[src/rtl/alu_byte_sequencer.sv]
// rtl/alu_byte_sequencer.sv - UART byte stream to ALU load strobes and result byte (optional macro: ALU_SEQ_OPCODE_CHECK_EN)
module alu_byte_sequencer #(
    parameter int N_BITS       = 8,
    parameter int LATCH_CYCLES = 2,
    parameter int RESULT_WAIT  = 1
) (
    input  logic              i_clock,
    input  logic              i_reset_n,
    input  logic [N_BITS-1:0] i_rx_data,
    input  logic              i_rx_done,
    output logic [N_BITS-1:0] o_data_bus,
    output logic              o_bt_1,
    output logic              o_bt_2,
    output logic              o_bt_3,
    input  logic [N_BITS-1:0] i_leds,
    output logic [N_BITS-1:0] o_tx_data,
    output logic              o_tx_start,
    input  logic              i_tx_done,
    output logic              o_busy,
    output logic              o_overrun
);

    localparam int CW = 16;

    typedef enum logic [3:0] {
        WAIT_A,
        LOAD_A,
        WAIT_B,
        LOAD_B,
        WAIT_OP,
        LOAD_OP,
        SETTLE,
        SEND,
        WAIT_TX
    } state_t;

    state_t            state, state_next;
    logic [CW-1:0]     cnt, cnt_next;
    logic [N_BITS-1:0] bus_next;
    logic [N_BITS-1:0] tx_data_next;
    logic              tx_start_next;
    logic              accepting;

`ifdef ALU_SEQ_OPCODE_CHECK_EN
    logic opcode_ok;

    // Only the eight supported function codes may reach the ALU
    always_comb begin
        opcode_ok = 1'b0;
        case (i_rx_data[5:0])
            6'h20, 6'h22, 6'h24, 6'h25,
            6'h26, 6'h27, 6'h03, 6'h02: opcode_ok = 1'b1;
            default:                    opcode_ok = 1'b0;
        endcase
    end
`endif

    // State, counter and registered outputs; reset aborts any sequence in flight
    always_ff @(posedge i_clock or negedge i_reset_n) begin
        if (!i_reset_n) begin
            state      <= WAIT_A;
            cnt        <= '0;
            o_data_bus <= '0;
            o_tx_data  <= '0;
            o_tx_start <= 1'b0;
        end else begin
            state      <= state_next;
            cnt        <= cnt_next;
            o_data_bus <= bus_next;
            o_tx_data  <= tx_data_next;
            o_tx_start <= tx_start_next;
        end
    end

    // Next-state logic plus strobes decoded from the current state
    always_comb begin
        state_next    = state;
        cnt_next      = cnt;
        bus_next      = o_data_bus;
        tx_data_next  = o_tx_data;
        tx_start_next = 1'b0;
        o_bt_1        = 1'b0;
        o_bt_2        = 1'b0;
        o_bt_3        = 1'b0;
        o_busy        = (state != WAIT_A);
        // Bytes are only taken while waiting for one; anything else is dropped
        accepting     = (state == WAIT_A) || (state == WAIT_B) || (state == WAIT_OP);
        o_overrun     = i_rx_done && !accepting;

        case (state)
            WAIT_A: begin
                if (i_rx_done) begin
                    bus_next   = i_rx_data;
                    cnt_next   = '0;
                    state_next = LOAD_A;
                end
            end
            LOAD_A: begin
                o_bt_1 = 1'b1;
                if (cnt == CW'(LATCH_CYCLES - 1)) begin
                    cnt_next   = '0;
                    state_next = WAIT_B;
                end else begin
                    cnt_next = cnt + 1'b1;
                end
            end
            WAIT_B: begin
                if (i_rx_done) begin
                    bus_next   = i_rx_data;
                    cnt_next   = '0;
                    state_next = LOAD_B;
                end
            end
            LOAD_B: begin
                o_bt_2 = 1'b1;
                if (cnt == CW'(LATCH_CYCLES - 1)) begin
                    cnt_next   = '0;
                    state_next = WAIT_OP;
                end else begin
                    cnt_next = cnt + 1'b1;
                end
            end
            WAIT_OP: begin
                if (i_rx_done) begin
                    cnt_next = '0;
`ifdef ALU_SEQ_OPCODE_CHECK_EN
                    if (opcode_ok) begin
                        bus_next   = N_BITS'(i_rx_data[5:0]);
                        state_next = LOAD_OP;
                    end else begin
                        tx_data_next = '1;
                        state_next   = SEND;
                    end
`else
                    bus_next   = N_BITS'(i_rx_data[5:0]);
                    state_next = LOAD_OP;
`endif
                end
            end
            LOAD_OP: begin
                o_bt_3 = 1'b1;
                if (cnt == CW'(LATCH_CYCLES - 1)) begin
                    cnt_next   = '0;
                    state_next = SETTLE;
                end else begin
                    cnt_next = cnt + 1'b1;
                end
            end
            SETTLE: begin
                if (cnt == CW'(RESULT_WAIT - 1)) begin
                    cnt_next     = '0;
                    tx_data_next = i_leds;
                    state_next   = SEND;
                end else begin
                    cnt_next = cnt + 1'b1;
                end
            end
            SEND: begin
                tx_start_next = 1'b1;
                state_next    = WAIT_TX;
            end
            WAIT_TX: begin
                if (i_tx_done) begin
                    state_next = WAIT_A;
                end
            end
            default: begin
                state_next = WAIT_A;
            end
        endcase
    end

endmodule
[config.mk]
export PLATFORM = sky130hd
export DESIGN_NAME = alu_byte_sequencer
export DESIGN_NICKNAME = d
export VERILOG_FILES = /design/src/rtl/alu_byte_sequencer.sv
export SDC_FILE = /design/constraint.sdc
export NUM_CORES = 1
export LEC_CHECK = 0
export CAP_MARGIN = 0
export CORE_MARGIN = 2
export CORE_UTILIZATION = 35
export CTS_CLUSTER_DIAMETER = 200
export DETAILED_ROUTE_END_ITERATION = 8
export GPL_ROUTABILITY_DRIVEN = 0
export PLACE_DENSITY_LB_ADDON = 0.25
export SLEW_MARGIN = 5
export SYNTH_ARGS = -nofsm -noshare
export SYNTH_HDL_FRONTEND = slang
export SYNTH_SLANG_ARGS = --single-unit
[constraint.sdc]
create_clock -name i_clock -period 2.05 [get_ports i_clock]
set_input_delay 0.3075 -clock i_clock [delete_from_list [all_inputs] [get_ports i_clock]]
set_output_delay 0.3075 -clock i_clock [all_outputs]
set_load 0.02 [all_outputs]
==> impl_metrics.py <==
metrics = {
    "run_status": {
        "status": "complete, no violations",
    },
    "synthesis": {
        "synth_edf_count": 0,
        "syn_area_per_cell_um2": 10.2,
        "syn-cell-area_um2": 1940,
        "syn_nets": 213,
        "ys_types": 47,
        "synth_ff_type": "dfrtp_1",
        "synthArstFlopShare": 1.00,
        "yosysSeqAreaShare": 0.478,
        "synth_cells": 190,
        "synth_warnings": 0,
        "synth_seq_cells": 37,
    },
    "timing": {
        "maxSlewHeadroom": 0.447,
        "hold_viol": 0,
        "fin_crit_ns": 1.96,
        "timing.setup.tns_ns": 0,
        "fmax_mhz": 511,
        "setup_violations": 0,
        "clock_skew_ns": 0.00572,
        "worstMarginPinSlew_ns": 0.830,
        "fin_crit_sh": 0.955,
        "drv_slew": 0,
        "fin_ws_ns": 0.0924,
    },
    "drt": {
        "viasPerCell": 5.21,
        "via_count": 1636,
        "drt_wl_total_mm": 4.28,
        "final_antenna_net_count": 0,
        "wl_per_cell_um": 13.6,
        "firstDrtPassIters": 4,
        "drc": 0,
        "drt_iter0_markers": 104,
    },
    "critical_path": {
        "critPathArrivalTime_ns": 2.13,
        "start_kind": "flop",
        "cp-end-kind": "flop",
        "required_ns": 2.22,
        "path_max_fanout": 12,
        "critPathKind": "reg -> reg",
    },
    "cts": {
        "post-cts-setup-buffer-count": 0,
        "clkTransAtPathRegs_ns": 0.07,
        "cts_tree": "built",
        "clk_latency_ns": 0.29,
        "postCtsHoldBufs": 0,
        "clock_sinks": 37,
        "cts_max_level": 2,
        "post_cts_resized": 5,
        "cts-root-buf": "clkbuf_8",
        "numCtsBuffers": 5,
        "cts.path.max_buffers": 2,
    },
    "global_routing": {
        "antenna_found_initial": 0,
        "grt_overflow": 0,
        "grt_pass1_wl_mm": 7.22,
        "grt.total_usage": 0.149,
        "grt_pass1_vias": 1493,
        "grt_max_degree": 38,
    },
    "finish": {
        "fillCellCount": 536,
        "nets": 265,
        "final_layout_size_suffix_gt1_frac": 0.190,
        "antennaDiodeCount": 0,
        "area_delta_synth_final_pct": 32.7,
    },
    "floorplanning": {
        "start_util": 0.356,
        "pin_count": 42,
        "chipHeight_um": 78.4,
        "rows": 27,
        "core_area_um2": 5440,
        "die-area_um2": 6140,
        "dieWidth_um": 78.4,
    },
    "power_and_ir_drop": {
        "p_per_area_nw_per_um2": 520,
        "ir_drop_v": 0.000196,
        "leakagePower_nw": 1.10,
    },
    "placement": {
        "detailedPlace.worstSlack_ns": 0.117,
        "hpwl_mm": 3.08,
        "numPortBuffers": 41,
    },
    "min_path": {
        "hold_class": "in -> async",
    },
    "run": {
        "cap_violations": 0,
    },
}
==> area by class of cell <==
cell class	count	area, um2	share of cell area
clock buffers	7	86.3	0.0336
inverters	4	15.0	0.00584
multi-input cells	140	946	0.368
flip-flops and latches	37	928	0.361
well taps	72	90.1	0.0351
repair buffers	54	504	0.196
==> layout by cell type (no fill, tap or decap), types with 2 or more instances in the layout <==
cell type	Yosys	routed
clkdlybuf4s50_1	0	35
nor3b_1	2	2
ha_1	3	3
nand2b_1	3	3
o22ai_1	2	2
dfrtp_1	37	35
nor4_2	3	3
dfrtp_2	0	2
clkbuf_8	0	6
a211oi_1	3	3
o21ai_0	12	12
a211o_1	2	2
nor2b_1	2	2
dlymetal6s2s_1	0	2
mux2_2	14	14
a21oi_1	8	8
o31ai_1	5	5
dlygate4sd2_1	0	3
nand2_1	17	17
inv_1	4	4
nor3_1	5	5
and3_1	3	3
o21ai_1	3	3
a31oi_1	5	5
buf_4	1	13
nor2_1	14	14
or3_1	2	2
and2_1	2	2
nand3_1	8	8
a22o_1	2	2
==> layer usage <==
metal  vias to the layer above  routed length, um  part of all wire  track usage
li1                        805                  -                 -            -
met3                         7                130             0.030       0.0379
met5                         -                  0                 0            0
met2                        24               1990              0.46        0.232
met4                         0                 52             0.012       0.0474
met1                       800               2110              0.49        0.203
==> stage by stage <==
stage | std cells | cell area [um2] | power, mW | hold WS (ns) | util
floorplan | 190 | 1940 | 0.777 | 0.0119 | -
global placement | 307 | 2480 | 0.846 | 0.463 | 0.456
detailed placement | 307 | 2480 | 0.847 | 0.462 | 0.456
CTS | 314 | 2560 | 1.36 | 0.152 | 0.471
global route | 314 | 2570 | 1.41 | 0.183 | 0.473
finish | 314 | 2570 | 1.34 | 0.124 | 0.473
==> critical path, stage by stage, from the launching register on <==
cell and delay [ns]:
dfrtp_1 0.41, inv_1 0.10, ha_1 0.15, nor3b_1 0.21
and4_4 0.30, o22ai_1 0.09, buf_4 0.18, and3_1 0.17
a211o_1 0.22
==> synth_stat cells (3+ instances only) <==
master	instances	area, um2
dfrtp_1	37	926
a31oi_1	5	31.3
buf_2	5	25.0
o31ai_1	5	37.5
o21ai_0	12	60.1
nand2_1	17	63.8
inv_1	4	15.0
and3_1	3	18.8
a211oi_1	3	22.5
ha_1	3	37.5
mux2_2	14	158
o21ai_1	3	15.0
nor3_1	5	25.0
nand2b_1	3	18.8
nor2_1	14	52.6
a21oi_1	8	40.0
nand3_1	8	40.0
nor4_2	3	37.5
==> kinds of logic (layout without fill, tap and decap cells) <==
| group | count (synthesis) | in the layout | share of synthesized area |
|---|---|---|---|
| compound gates | 51 | 51 | 0.176 |
| xor+xnor | 1 | 1 | 0.00452 |
| fa+ha+maj | 3 | 3 | 0.0194 |
| buf+inv | 13 | 65 | 0.0342 |
| flops | 37 | 37 | 0.478 |
| mux | 14 | 14 | 0.0814 |
| simple gates | 71 | 71 | 0.206 |
==> registers in the layout, indices dropped and copies added, names as in the netlist <==
signal	cells
o_tx_data	8
state	4
o_data_bus	8
cnt	16
o_tx_start	1
==> worst paths after layout <==
path                            depth (start not counted)            end     startpoint  slack, ns
worst min register to register                          2  o_data_bus[6]  o_data_bus[6]       0.50
worst min-delay path                                    1  o_data_bus[1]      i_reset_n       0.12
max in group asynchronous                               1       state[2]      i_reset_n       1.36
min in group i_clock                                    2  o_data_bus[6]  o_data_bus[6]       0.50
worst max-delay path                                    8        cnt[14]         cnt[1]       0.09
worst max register to register                          8        cnt[14]         cnt[1]       0.09
==> power breakdown <==
group | switching [mW] | internal (mW)
clock | 0.240 | 0.267
sequential | 0.00341 | 0.738
combinational | 0.0365 | 0.0522
No activity file was read; power rests on OpenSTA's default activity.
